**src/rtl/cal_cmd_driver_pkg.sv**
```systemverilog
// Shared types and constants for the calculator command driver.
// Command FIFO entry layout, FSM state encoding and calculator drive values.
package cal_cmd_pkg;

  localparam int OPCODE_W = 4;
  localparam int DATA_W   = 32;
  localparam int RESULT_W = 64;

  localparam logic [OPCODE_W-1:0] OP_MUL    = 4'hD;
  localparam logic [DATA_W-1:0]   START_VAL = 32'd1;

  typedef enum logic [1:0] {
    ST_IDLE,
    ST_CLEAR,
    ST_RUN,
    ST_RESP
  } state_e;

  typedef struct packed {
    logic [OPCODE_W-1:0] opcode;
    logic [DATA_W-1:0]   a;
    logic [DATA_W-1:0]   b;
  } cmd_t;

  localparam int ENTRY_W = $bits(cmd_t);

endpackage

```
**src/rtl/cal_cmd_driver_if.sv**
```systemverilog
// Command stream, result stream and calculator pins of the command driver.
// master = driver side, slave = command source / result sink / calculator.
interface cal_cmd_driver_if;
  import cal_cmd_pkg::*;

  logic                cmd_valid;
  logic                cmd_ready;
  logic [OPCODE_W-1:0] cmd_opcode;
  logic [DATA_W-1:0]   cmd_a;
  logic [DATA_W-1:0]   cmd_b;

  logic                rsp_valid;
  logic                rsp_ready;
  logic [RESULT_W-1:0] rsp_result;
  logic [OPCODE_W-1:0] rsp_opcode;
  logic                rsp_err;

  logic [DATA_W-1:0]   opcode;
  logic [DATA_W-1:0]   opstart;
  logic [DATA_W-1:0]   opclear;
  logic [DATA_W-1:0]   operandA;
  logic [DATA_W-1:0]   operandB;
  logic [RESULT_W-1:0] re;
  logic [RESULT_W-1:0] opdone;

  logic                busy;

  modport master (
    input  cmd_valid, cmd_opcode, cmd_a, cmd_b, rsp_ready, re, opdone,
    output cmd_ready, rsp_valid, rsp_result, rsp_opcode, rsp_err,
           opcode, opstart, opclear, operandA, operandB, busy
  );

  modport slave (
    output cmd_valid, cmd_opcode, cmd_a, cmd_b, rsp_ready, re, opdone,
    input  cmd_ready, rsp_valid, rsp_result, rsp_opcode, rsp_err,
           opcode, opstart, opclear, operandA, operandB, busy
  );

endinterface

```
**src/rtl/cal_cmd_driver_fifo.sv**
```systemverilog
// Synchronous command FIFO, DEPTH entries (power of two), head visible when non-empty.
// Latency: pushed entry is at head one cycle later. Push ignored when full, pop ignored when empty.
// Backpressure: full reflects occupancy only; a same-cycle pop does not free a slot for a push.
module cal_cmd_fifo #(
  parameter int DEPTH = 4,
  parameter int WIDTH = 68
) (
  input  logic             clk,
  input  logic             reset_n,
  input  logic             push,
  input  logic [WIDTH-1:0] push_dat,
  input  logic             pop,
  output logic             full,
  output logic             empty,
  output logic [WIDTH-1:0] head
);

  localparam int AW = $clog2(DEPTH);

  logic [WIDTH-1:0] mem [DEPTH];
  logic [AW:0]      wr_ptr;
  logic [AW:0]      rd_ptr;
  logic             do_push;
  logic             do_pop;

  // Extra pointer bit tells full (wrap bits differ) from empty (equal).
  assign empty   = (wr_ptr == rd_ptr);
  assign full    = (wr_ptr[AW] != rd_ptr[AW]) && (wr_ptr[AW-1:0] == rd_ptr[AW-1:0]);
  assign do_push = push && !full;
  assign do_pop  = pop && !empty;
  assign head    = mem[rd_ptr[AW-1:0]];

  always_ff @(posedge clk or negedge reset_n) begin
    if (!reset_n) begin
      wr_ptr <= '0;
      rd_ptr <= '0;
    end else begin
      if (do_push) wr_ptr <= wr_ptr + 1'b1;
      if (do_pop)  rd_ptr <= rd_ptr + 1'b1;
    end
  end

  always_ff @(posedge clk) begin
    if (do_push) mem[wr_ptr[AW-1:0]] <= push_dat;
  end

endmodule

```
**src/rtl/cal_cmd_driver.sv**
```systemverilog
// Calculator command sequencer: FIFO'd commands -> clear/start calculator -> result stream.
// Latency: 3 edges accept-to-result for a single-cycle op; RUN extends until opdone[0].
// Backpressure: cmd_ready = !full; rsp_ready low holds the FSM in RESP. Timeout: CAL_CMD_DRIVER_TIMEOUT_EN.
module cal_cmd_driver
  import cal_cmd_pkg::*;
#(
  parameter int DEPTH   = 4,
  parameter int TIMEOUT = 64
) (
  input  logic             clk,
  input  logic             reset_n,
  cal_cmd_driver_if.master bus
);

  state_e              state;
  cmd_t                push_dat;
  cmd_t                head;
  logic                full;
  logic                empty;
  logic                pop;
  logic                done;

  logic [DATA_W-1:0]   opcode_q;
  logic [DATA_W-1:0]   opstart_q;
  logic [DATA_W-1:0]   opclear_q;
  logic [DATA_W-1:0]   operand_a_q;
  logic [DATA_W-1:0]   operand_b_q;
  logic                rsp_valid_q;
  logic [RESULT_W-1:0] rsp_result_q;
  logic [OPCODE_W-1:0] rsp_opcode_q;
  logic                unused_ok;

  assign push_dat = '{opcode: bus.cmd_opcode, a: bus.cmd_a, b: bus.cmd_b};
  assign pop      = (state == ST_IDLE) && !empty;
  assign done     = bus.opdone[0];

  cal_cmd_fifo #(
    .DEPTH (DEPTH),
    .WIDTH (ENTRY_W)
  ) u_fifo (
    .clk      (clk),
    .reset_n  (reset_n),
    .push     (bus.cmd_valid),
    .push_dat (push_dat),
    .pop      (pop),
    .full     (full),
    .empty    (empty),
    .head     (head)
  );

`ifdef CAL_CMD_DRIVER_TIMEOUT_EN
  localparam int CW = $clog2(TIMEOUT + 1);
  localparam logic [CW-1:0] TO_LAST = CW'(TIMEOUT - 1);
  logic [CW-1:0] run_cnt;
  logic          rsp_err_q;
  assign bus.rsp_err = rsp_err_q;
`else
  logic unused_timeout;
  assign unused_timeout = (TIMEOUT > 0);
  assign bus.rsp_err    = 1'b0;
`endif

  assign unused_ok = ^bus.opdone[RESULT_W-1:1];

  always_ff @(posedge clk or negedge reset_n) begin
    if (!reset_n) begin
      state        <= ST_IDLE;
      opcode_q     <= '0;
      opstart_q    <= '0;
      opclear_q    <= '0;
      operand_a_q  <= '0;
      operand_b_q  <= '0;
      rsp_valid_q  <= 1'b0;
      rsp_result_q <= '0;
      rsp_opcode_q <= '0;
`ifdef CAL_CMD_DRIVER_TIMEOUT_EN
      run_cnt      <= '0;
      rsp_err_q    <= 1'b0;
`endif
    end else begin
      case (state)
        ST_IDLE: begin
          if (!empty) begin
            opcode_q    <= {{(DATA_W-OPCODE_W){1'b0}}, head.opcode};
            operand_a_q <= head.a;
            operand_b_q <= head.b;
            opclear_q   <= START_VAL;
            state       <= ST_CLEAR;
          end
        end
        ST_CLEAR: begin
          opclear_q <= '0;
          opstart_q <= START_VAL;
          state     <= ST_RUN;
`ifdef CAL_CMD_DRIVER_TIMEOUT_EN
          run_cnt   <= '0;
`endif
        end
        ST_RUN: begin
          // re is only valid while opstart is held, so capture here.
          if (done) begin
            rsp_result_q <= bus.re;
            rsp_opcode_q <= opcode_q[OPCODE_W-1:0];
            rsp_valid_q  <= 1'b1;
            opstart_q    <= '0;
            state        <= ST_RESP;
`ifdef CAL_CMD_DRIVER_TIMEOUT_EN
            rsp_err_q    <= 1'b0;
          end else if (run_cnt == TO_LAST) begin
            rsp_result_q <= '0;
            rsp_opcode_q <= opcode_q[OPCODE_W-1:0];
            rsp_err_q    <= 1'b1;
            rsp_valid_q  <= 1'b1;
            opstart_q    <= '0;
            state        <= ST_RESP;
          end else begin
            run_cnt <= run_cnt + 1'b1;
`endif
          end
        end
        ST_RESP: begin
          if (bus.rsp_ready) begin
            rsp_valid_q <= 1'b0;
            state       <= ST_IDLE;
          end
        end
        default: state <= ST_IDLE;
      endcase
    end
  end

  assign bus.cmd_ready  = !full;
  assign bus.rsp_valid  = rsp_valid_q;
  assign bus.rsp_result = rsp_result_q;
  assign bus.rsp_opcode = rsp_opcode_q;
  assign bus.opcode     = opcode_q;
  assign bus.opstart    = opstart_q;
  assign bus.opclear    = opclear_q;
  assign bus.operandA   = operand_a_q;
  assign bus.operandB   = operand_b_q;
  assign bus.busy       = (state != ST_IDLE) || !empty;

endmodule

```
**src/flat_wrapper.sv**
```systemverilog
// flat-port wrapper written by rule: the top's interface ports become plain ports
module cal_cmd_driver_flat import cal_cmd_pkg::*;
#(
  parameter int DEPTH   = 4,
  parameter int TIMEOUT = 64
)
  (clk, reset_n, bus_cmd_valid, bus_cmd_opcode, bus_cmd_a, bus_cmd_b, bus_rsp_ready, bus_re, bus_opdone, bus_cmd_ready, bus_rsp_valid, bus_rsp_result, bus_rsp_opcode, bus_rsp_err, bus_opcode, bus_opstart, bus_opclear, bus_operandA, bus_operandB, bus_busy);
  cal_cmd_driver_if bus_i ();
  input  logic clk;
  input  logic reset_n;
  input wire logic [$bits(bus_i.cmd_valid)-1:0] bus_cmd_valid;
  input wire logic [$bits(bus_i.cmd_opcode)-1:0] bus_cmd_opcode;
  input wire logic [$bits(bus_i.cmd_a)-1:0] bus_cmd_a;
  input wire logic [$bits(bus_i.cmd_b)-1:0] bus_cmd_b;
  input wire logic [$bits(bus_i.rsp_ready)-1:0] bus_rsp_ready;
  input wire logic [$bits(bus_i.re)-1:0] bus_re;
  input wire logic [$bits(bus_i.opdone)-1:0] bus_opdone;
  output wire logic [$bits(bus_i.cmd_ready)-1:0] bus_cmd_ready;
  output wire logic [$bits(bus_i.rsp_valid)-1:0] bus_rsp_valid;
  output wire logic [$bits(bus_i.rsp_result)-1:0] bus_rsp_result;
  output wire logic [$bits(bus_i.rsp_opcode)-1:0] bus_rsp_opcode;
  output wire logic [$bits(bus_i.rsp_err)-1:0] bus_rsp_err;
  output wire logic [$bits(bus_i.opcode)-1:0] bus_opcode;
  output wire logic [$bits(bus_i.opstart)-1:0] bus_opstart;
  output wire logic [$bits(bus_i.opclear)-1:0] bus_opclear;
  output wire logic [$bits(bus_i.operandA)-1:0] bus_operandA;
  output wire logic [$bits(bus_i.operandB)-1:0] bus_operandB;
  output wire logic [$bits(bus_i.busy)-1:0] bus_busy;
  assign bus_i.cmd_valid = bus_cmd_valid;
  assign bus_i.cmd_opcode = bus_cmd_opcode;
  assign bus_i.cmd_a = bus_cmd_a;
  assign bus_i.cmd_b = bus_cmd_b;
  assign bus_i.rsp_ready = bus_rsp_ready;
  assign bus_i.re = bus_re;
  assign bus_i.opdone = bus_opdone;
  assign bus_cmd_ready = bus_i.cmd_ready;
  assign bus_rsp_valid = bus_i.rsp_valid;
  assign bus_rsp_result = bus_i.rsp_result;
  assign bus_rsp_opcode = bus_i.rsp_opcode;
  assign bus_rsp_err = bus_i.rsp_err;
  assign bus_opcode = bus_i.opcode;
  assign bus_opstart = bus_i.opstart;
  assign bus_opclear = bus_i.opclear;
  assign bus_operandA = bus_i.operandA;
  assign bus_operandB = bus_i.operandB;
  assign bus_busy = bus_i.busy;
  cal_cmd_driver #(.DEPTH(DEPTH), .TIMEOUT(TIMEOUT)) u_core (.clk(clk), .reset_n(reset_n), .bus(bus_i));
endmodule
```
**config.mk**
```make
export PLATFORM = sky130hd
export DESIGN_NAME = cal_cmd_driver_flat
export DESIGN_NICKNAME = d
export VERILOG_FILES = /design/src/rtl/cal_cmd_driver_pkg.sv /design/src/rtl/cal_cmd_driver_if.sv /design/src/rtl/cal_cmd_driver_fifo.sv /design/src/rtl/cal_cmd_driver.sv /design/src/flat_wrapper.sv
export SDC_FILE = /design/constraint.sdc
export NUM_CORES = 1
export LEC_CHECK = 0
export ABC_CLOCK_PERIOD_IN_PS = 4000
export BUFFER_PORTS_ARGS = -buffer_cell sky130_fd_sc_hd__clkbuf_2
export CAP_MARGIN = 20
export CORE_ASPECT_RATIO = 1.1
export CORE_MARGIN = 2
export CORE_UTILIZATION = 35
export CTS_CLUSTER_DIAMETER = 50
export DETAILED_ROUTE_END_ITERATION = 7
export HOLD_SLACK_MARGIN = 0.15
export PLACE_DENSITY = 0.6
export SYNTH_ARGS = -nofsm -noshare
export SYNTH_HDL_FRONTEND = slang
export SYNTH_HIERARCHICAL = 1
export SYNTH_SLANG_ARGS = --single-unit
```
**constraint.sdc**
```tcl
create_clock -name clk -period 4 [get_ports clk]
set_clock_uncertainty 0.15 [all_clocks]
set_input_delay 0.6 -clock clk [delete_from_list [all_inputs] [get_ports clk]]
set_output_delay 0.6 -clock clk [all_outputs]
set_load 0.01 [all_outputs]
```
; ---- Word level (Yosys, flattened, before mapping)
; Memories as Yosys holds them, arrays and structs flattened. A register that Yosys moved wholly into a read port is not among the register bits.
; Index checks and enable logic that the tools add are counted.
[totals]
reg_bits = 141
n_memories = 1
mem_bits_ro = 0
wordCells = 53
latchBits = 0
ram_bits = 272
[classes]
n_div = 0
muxes = 13
n_lt_le_gt_ge = 0
n_reduce_logical = 19
multipliers = 0
shift = 0
n_addsub = 2
bitwise_logic = 1
eq_ne = 9
[mem_list]
columns = memory, depth, width, rd, rd_clocked_by_memory_dff, wr, line_no
row1 = u_core.u_fifo.mem, 4, 68, 1, 1, 1, cal_cmd_driver_fifo.sv:20  ; logic [WIDTH-1:0] mem [DEPTH];
[op_table]
columns = cell, count
row1 = 32-bit one-hot mux with 2 select lines, 2
row2 = 32-bit two-way mux, 2
row3 = 2-bit one-hot mux with 4 select lines, 1
row4 = 2-bit AND reduction, 4
row5 = 2-bit nonzero test, 4
row6 = 3-bit by 1-bit adder with 3-bit output (second input constant), 2
row7 = 2-bit two-way mux, 3
row8 = 2-bit != test (second input constant), 3
row9 = 3-bit AND reduction, 2
row10 = 2-bit equality test (second input constant), 2
row11 = 1-bit logical AND, 4
row12 = 1-bit two-way mux, 4
row13 = 3-bit equality test, 1
row14 = 1-bit logical NOT, 3
row15 = 2-bit by 1-bit equality test with 1-bit output (second input constant), 1
row16 = 2-bit equality test, 1
row17 = 2-bit logical NOT, 1
row18 = 1-bit one-hot mux with 2 select lines, 1
row19 = 1-bit logical OR, 1
row20 = 1-bit != test, 1
row21 = 1-bit NOT, 1

; ---- Longest topological paths before layout
; Gate-level depths: netlist of run 1.
[depth]
ltp_word = 6
ltp_mapped = 11

; ---- Hierarchy
; Netlist of run 1, hierarchy kept.
[by_module_without_submodules]
columns = mod, cells_per_inst, area_per_inst_um2, n_inst
row1 = cal_cmd_fifo, 404, 10248.6, 1
row2 = cal_cmd_driver, 413, 6188.4, 1

; ---- Least setup slack after synthesis of run 1
; Ideal clock, no wire load.
[synth_path]
kind = register to register
from = register u_core.u_fifo.rd_ptr[0]
to = memory u_core.u_fifo.mem[3][0] (enable)
setup_time_ns = 0.458
path_stages_with_launch = 4
required_time_ns = 3.392
path_slack_ns = 0.480
arrival_time_ns = 2.912
path_cell_list = dfrtp_1 buf_6 xnor2_1 a31oi_2
[synth_between]
elab_chain_cells = 6
[synth_rtl]
columns = item, line_no
row1 = from (decl), cal_cmd_driver_fifo.sv:22  ; logic [AW:0] rd_ptr;
row2 = from (signal assigned), cal_cmd_driver_fifo.sv:39  ; if (do_pop) rd_ptr <= rd_ptr + 1'b1;
row3 = 2-bit equality test, cal_cmd_driver_fifo.sv:28  ; assign full = (wr_ptr[AW] != rd_ptr[AW]) && (wr_ptr[AW-1:0] == rd_ptr[AW-1:0]);
row4 = 1-bit logical AND, cal_cmd_driver_fifo.sv:28
row5 = 1-bit logical NOT, cal_cmd_driver_fifo.sv:29  ; assign do_push = push && !full;
row6 = 1-bit logical AND, cal_cmd_driver_fifo.sv:29
row7 = 1-bit two-way mux, cal_cmd_driver_fifo.sv:44  ; if (do_push) mem[wr_ptr[AW-1:0]] <= push_dat;
row8 = 1-bit two-way mux (implied by the code), cal_cmd_driver_fifo.sv:44
row9 = to (decl), cal_cmd_driver_fifo.sv:20
; Every way passes these cells.

; ---- Final worst setup path of run 1
[layout_path]
from = register u_core.u_fifo.rd_ptr[1]
to = output bus_busy
[layout_between]
elab_chain_cells = 3
[layout_rtl]
columns = item, line_no
row1 = 3-bit equality test, cal_cmd_driver_fifo.sv:27  ; assign empty = (wr_ptr == rd_ptr);
row2 = named net u_core.empty, cal_cmd_driver.sv:19  ; logic empty;
row3 = 1-bit logical NOT, cal_cmd_driver.sv:141  ; assign bus.busy = (state != ST_IDLE) || !empty;
row4 = 1-bit logical OR, cal_cmd_driver.sv:141
row5 = to (decl), flat_wrapper.sv:28  ; output wire logic [$bits(bus_i.busy)-1:0] bus_busy;
; The timed path passes the listed nets, and every way through them passes these cells.

==> results of run 1 <==
==> area by class of cell <==
type,instances,area [µm²],share of cell area (%)
Inverter,11,41.3,0.196
Multi-Input combinational cell,355,4030,19.1
Sequential cell,419,11900,56.1
Clock buffer,58,1270,6.01
Clock inverter,28,223,1.05
Timing Repair Buffer,432,2950,14.0
Tap cell,595,744,3.53
==> worst max-delay path, cell delays in order (launching register included) <==
cell	delay [ns]
dfrtp_4	0.63
xor2_1	0.25
nor3_1	0.49
nand2_1	0.22
clkbuf_2	0.18
==> cells in the final DEF, fill, tap and decap left out, types with 11 or more instances in the layout <==
master           n
clkinv_1        11
clkbuf_2       276
ha_1            11
edfxtp_1       272
buf_4           17
mux2_4          29
dlygate4sd3_1  133
inv_1           11
clkbuf_16       49
dfrtp_1        145
conb_1          91
mux2_2         108
mux4_2          68
==> worst max path at each step <==
stage | from | slack [ns] | endpoint | depth (start not counted)
after floorplan | u_core/u_fifo/rd_ptr[0] | 0.48 | u_core/u_fifo/mem[3][0] | 3
after global placement | u_core/u_fifo/wr_ptr[2] | 0.78 | u_core/bus.operandA[28] | 5
after detailed placement | u_core/u_fifo/rd_ptr[2] | 0.76 | u_core/bus.operandA[14] | 5
after CTS | u_core/u_fifo/rd_ptr[2] | 0.75 | u_core/bus.operandA[14] | 5
after global routing | u_core/u_fifo/rd_ptr[0] | 0.65 | u_core/bus.operandA[29] | 4
final | u_core/u_fifo/rd_ptr[1] | 0.92 | bus_busy | 4
==> sequential cells by signal (all words and copies together) (netlist names) <==
name                   count
u_core/bus.opclear         1
u_core/bus.opcode          4
u_core/bus.operandA       32
u_core/bus.operandB       32
u_core/bus.opstart         1
u_core/bus.rsp_opcode      4
u_core/bus.rsp_result     64
u_core/bus.rsp_valid       1
u_core/state               2
u_core/u_fifo/mem        272
u_core/u_fifo/rd_ptr       3
u_core/u_fifo/wr_ptr       3
==> per-stage QoR <==
stage / instance area (µm²) / util, % / setup slack (ns)
finish: 21100 / 45.4 / 0.915
global route: 21100 / 45.4 / 0.653
CTS: 21100 / 45.3 / 0.748
detailed placement: 18300 / 39.3 / 0.757
global placement: 18300 / 39.3 / 0.780
floorplan: 16800 / - / 0.480
==> report_power, final <==
| group | internal (mW) | leakage [nW] | switching (mW) |
|---|---|---|---|
| clock network | 2.45 | 0.727 | 1.69 |
| registers | 6.06 | 4.22 | 0.575 |
| logic | 2.62 | 3.48 | 2.56 |
==> logic make-up (layout without fill, tap and decap cells) <==
kind of cell,after synthesis,after routing,synth area share (%)
fa+ha+maj,11,11,0.837
flops,419,419,72.1
compound gates,20,20,0.837
simple gates,17,17,0.518
xor+xnor,9,9,0.525
other cells,1,91,0.0228
mux,207,207,19.5
buf+inv,133,529,5.70
==> what timing repair did <==
| action | 4_1_cts | 5_1_grt |
|---|---|---|
| gates resized for setup | 0 | 0 |
| hold endpoints to repair | 395 | 0 |
| hold buffers | 133 | 0 |
==> routing by layer <==
| layer | part of all wire (%) | global-route usage, % |
|---|---|---|
| met4 | 2.4 | 5.13 |
| met3 | 6.5 | 3.50 |
| met1 | 42 | 17.8 |
| met5 | 0 | 0 |
| met2 | 49 | 24.2 |
==> metrics, run 1 <==
share of cells above drive strength 1=roughly 45%; top-count cell post-synth=edfxtp_1; Pwr Density=~760 mW/mm²; drt wl/cell=about 18 µm; count of unique library cells instantiated by Yosys=35; Max Cap Viol=0; drt drc=0; Leak=~8.4 nW; Setup violations, final=0; First-pass DRT Iterations=4; CTS tree=built; post-DP HPWL=20.5 mm; Cells after DPL=1678; Synth Cell Area=approximately 0.016 mm²; Root Driver=clkbuf_16; synthesis-stage register bit count=approximately 420; syn avg cell area=~20 µm²; first-pass GRT wire length=around 53 mm; diode count=0; CP Data Arrival Time=about 2.3 ns; via count=8583; Slew headroom=a little over a third; WHS=about 0.24 ns; Worst Hold Launch=bus_cmd_valid; worst hold path stage count=3; CP Launch Type=flop; Initial Util=35.3%; overall routing resource usage=between 10% and 20%; ys flop type=edfxtp_1; total global routing overflow=0; fin cells=1898; Detail Route Antenna Nets=0; Die X=around 210 µm; Synth Instances=a little over 800; CTS buffer count=46; die height=roughly 230 µm; Setup Buffers After CTS=0; vias in the first global route=just over 9000; crit-path max FO=24; # fillers=~4000; commonest cells in the synthesized netlist=272 x edfxtp_1, 147 x dfrtp_1, 108 x mux2_2; Final Hold Viols=0; worst hold endpoint=u_core/u_fifo/wr_ptr[0]; IO Port Bufs=roughly 280; initial antenna violation count=0; Synth async-reset ratio=35.1%; post-synth top area share=between 40% and 50%; pin count of the biggest net entering global routing=63; die area=approximately 0.049 mm²; # H-tree levels=2; Min Clock Period, post-route=about 3.1 ns; max frequency=roughly 320 MHz; status=complete, no violations; FP Rows=83; I/O pin total=432; Post-synth EDFFs=approximately 270; Final Power=roughly 16 mW; final worst path period share=roughly 77%; Crit. End Element=primary output; Clock Pin Slew Worst Setup and Hold Paths=around 0.06 ns; GP Congestion=0.683; top cell type by total area after synthesis=edfxtp_1; FF-to-FF setup slack=~0.94 ns; synth warn=6; drt total wl=34.8 mm; Hold WC Path Type=primary input to flop; Setup CP Type=flop to primary output; Worst-Skew Late Latency=0.56 ns; Worst R2R Start=u_core/u_fifo/rd_ptr[0]; Sink Count=419; Worst R2R Path Depth=4; Iter 0 DRT Violations=roughly 330; fin nets=~1500; Critical Path RT=3.25 ns; Area contributors post-synth=edfxtp_1 50%, dfrtp_1 22%, mux4_2 9.3%; RSZ-0062 raised after global routing=false; Seq/Total Area, Yosys=between 70% and 80%; RR Endpoint=u_core/bus.operandA[29]; Slew Viols, Final=0; Via density=4.52; core area=0.0465 mm²; peak supply drop=between 400 and 500 µV; post-synthesis to final-layout area growth=28.5%; CTS max path bufs=3; slew at the pin closest to its max-slew limit=slightly below 1 ns; Fin Setup TNS=0 ns
Power figures use the tool's default switching activity.
==> inputs of run 2 (changes only) <==
- ABC_CLOCK_PERIOD_IN_PS: 4000 -> 3200
- clock period: 4 -> 3.2 ns (I/O delays scaled with it)
==> run 2 against run 1 <==
Against the previous run: sequential power up 24%; highest routed layer unchanged; clock power rose by 25%; cell count shrank 0.16%; worst hold slack got worse by 0.035 ns; via count shrank 0.64%; die area stayed put; global-route usage decreased by 0.20 points; combinational power grew 25%; power is 25% higher; non-clock buffer count shrank 6; largest cell class unchanged; sequential cell count did not move; utilization is essentially flat.
==> metrics, run 2 (synthesized netlist as in run 1, its figures left out) <==
status=complete, no violations (unchanged); die area=0.0487 mm² (unchanged); I/O pin total=432 (unchanged); overall routing resource usage=14.1% (was 14.3%); Worst-Skew Late Latency=0.55 ns (was 0.56 ns); fin cells=1895 (was 1898); Max Cap Viol=0 (unchanged); CTS buffer count=47 (was 46); GP Congestion=0.685 (was 0.683); max frequency=around 340 MHz; Fin Setup TNS=0 ns (unchanged); Cells after DPL=1670 (was 1678); peak supply drop=522 µV (was 442 µV); CTS tree=built (unchanged); Detail Route Antenna Nets=0 (unchanged); CTS max path bufs=3 (unchanged); Slew Viols, Final=0 (unchanged); Setup violations, final=0 (unchanged); initial antenna violation count=1 (was 0); CTS resizes=0 (unchanged); drt drc=0 (unchanged); post-synthesis to final-layout area growth=28.6% (was 28.5%); via count=8528 (was 8583); die height=231 µm (unchanged); total global routing overflow=0 (unchanged); Sink Count=419 (unchanged); Setup Buffers After CTS=0 (unchanged); First-pass DRT Iterations=4 (unchanged); Iter 0 DRT Violations=422 (was 327); Crit path largest cell delay=0.62 ns (was 0.63 ns); critical path's slowest cell=nor3_1 (was dfrtp_4); Root Driver=clkbuf_16 (unchanged); slew at the pin closest to its max-slew limit=1.01 ns (was 0.970 ns); Via density=4.50 (was 4.52); post-DP HPWL=20.0 mm (was 20.5 mm); cts hold-fix bufs=136 (was 133); Post-DP Area=0.0182 mm² (was 0.0183 mm²); CP Data Arrival Time=2.33 ns (about the same); core area=0.0465 mm² (unchanged); Min Clock Period, post-route=slightly below 3 ns; Crit. End Element=primary output (unchanged); commonest non-fill, non-tap cell in the layout=clkbuf_2 (unchanged); vias in the first global route=9146 (was 9128); Hold WC Path Type=primary input to flop (unchanged); crit-path max FO=6 (was 24); Critical Path RT=2.57 ns (was 3.25 ns); design area=0.0211 mm² (about the same); drt wl/cell=18.1 µm (was 18.4 µm); Leak=8.42 nW (was 8.43 nW); share of cells above drive strength 1=44.5% (about the same); sum of buffers and inverters on the critical path=1 (unchanged); Pwr Density=940 mW/mm² (was 755 mW/mm²); Initial Util=35.3% (unchanged); Slew headroom=32.6% (was 35.3%); Die X=211 µm (unchanged); max FFs per register=272 (unchanged); CP delay by family, top=simple AND/OR/NAND/NOR gates (unchanged); RSZ-0062 raised after global routing=false (unchanged); FP Rows=83 (unchanged); pin count of the biggest net entering global routing=73 (was 63); Final Power=19.9 mW (was 16.0 mW); Final Hold Viols=0 (unchanged); IO Port Bufs=277 (unchanged); Clock Pin Slew Worst Setup and Hold Paths=0.06 ns (about the same); # H-tree levels=2 (unchanged); Setup CP Type=flop to primary output (unchanged); final worst path period share=92.4%; CP Launch Type=flop (unchanged); drt total wl=34.3 mm (was 34.8 mm); first-pass GRT wire length=52.2 mm (was 52.7 mm); fin nets=1471 (was 1476); most frequent cells in the layout=276 x clkbuf_2, 272 x edfxtp_1, 145 x dfrtp_1 (unchanged); CP Cell Sequence=xor2_2, nor3_1, nand2_1, clkbuf_2 (was xor2_1, nor3_1, nand2_1, clkbuf_2)
## run 2: metal layers
layer	share of wire, %	track usage, %
met1	40	16.4
met2	50	24.9
met3	8.2	4.72
met4	1.6	3.54
met5	0	0
## run 2: path summary, 6_finish.rpt
kind	startpoint	to	slack, ns	depth (start not counted)
worst max-delay path	u_core/u_fifo/rd_ptr[0]	bus_busy	0.24	4
worst min-delay path	bus_opdone[0]	u_core/bus.opstart[0]	0.20	4
worst max register to register	u_core/u_fifo/rd_ptr[0]	u_core/u_fifo/rd_ptr[1]	0.68	7
worst min register to register	u_core/bus.opstart[0]	u_core/bus.opstart[0]	0.34	2
max in group asynchronous	reset_n	u_core/u_fifo/rd_ptr[0]	1.82	3
min in group asynchronous	reset_n	u_core/bus.operandB[22]	0.34	2
## run 2: power breakdown
part	total, mW	switching, mW	leakage (nW)	internal [mW]
logic	6.45	3.19	3.45	3.25
clock network	5.16	2.16	0.749	3.00
registers	8.26	0.682	4.22	7.58
total	19.9	6.04	8.42	13.8
## run 2: per-stage QoR
| step | util (%) | hold slack [ns] | setup WS (ns) |
|---|---|---|---|
| 2_1_floorplan | - | 0.0344 | 0.0753 |
| 3_3_place_gp | 39.2 | 0.337 | 0.664 |
| 3_5_place_dp | 39.2 | 0.327 | 0.666 |
| 4_1_cts | 45.4 | 0.156 | 0.171 |
| 5_1_grt | 45.4 | 0.192 | 0.0373 |
| 6_report | 45.4 | 0.205 | 0.242 |
## run 2: cell type report
class                           instances  area [µm²]
Fill cell                            3981       25400
Antenna cell                            1        2.50
Sequential cell                       419       11900
Clock buffer                           61        1310
Timing Repair Buffer                  426        2940
Multi-Input combinational cell        355        4030
Tap cell                              595         744
Clock inverter                         27         214
Inverter                               11        41.3
## run 2: worst reg2reg max path, cell delays in order (launching register included)
cell      delay, ns
dfrtp_4        0.53
xor2_2         0.22
nor3_1         0.62
nor2b_4        0.09
buf_12         0.27
nand2b_1       0.19
o31ai_1        0.08
a211oi_1       0.27
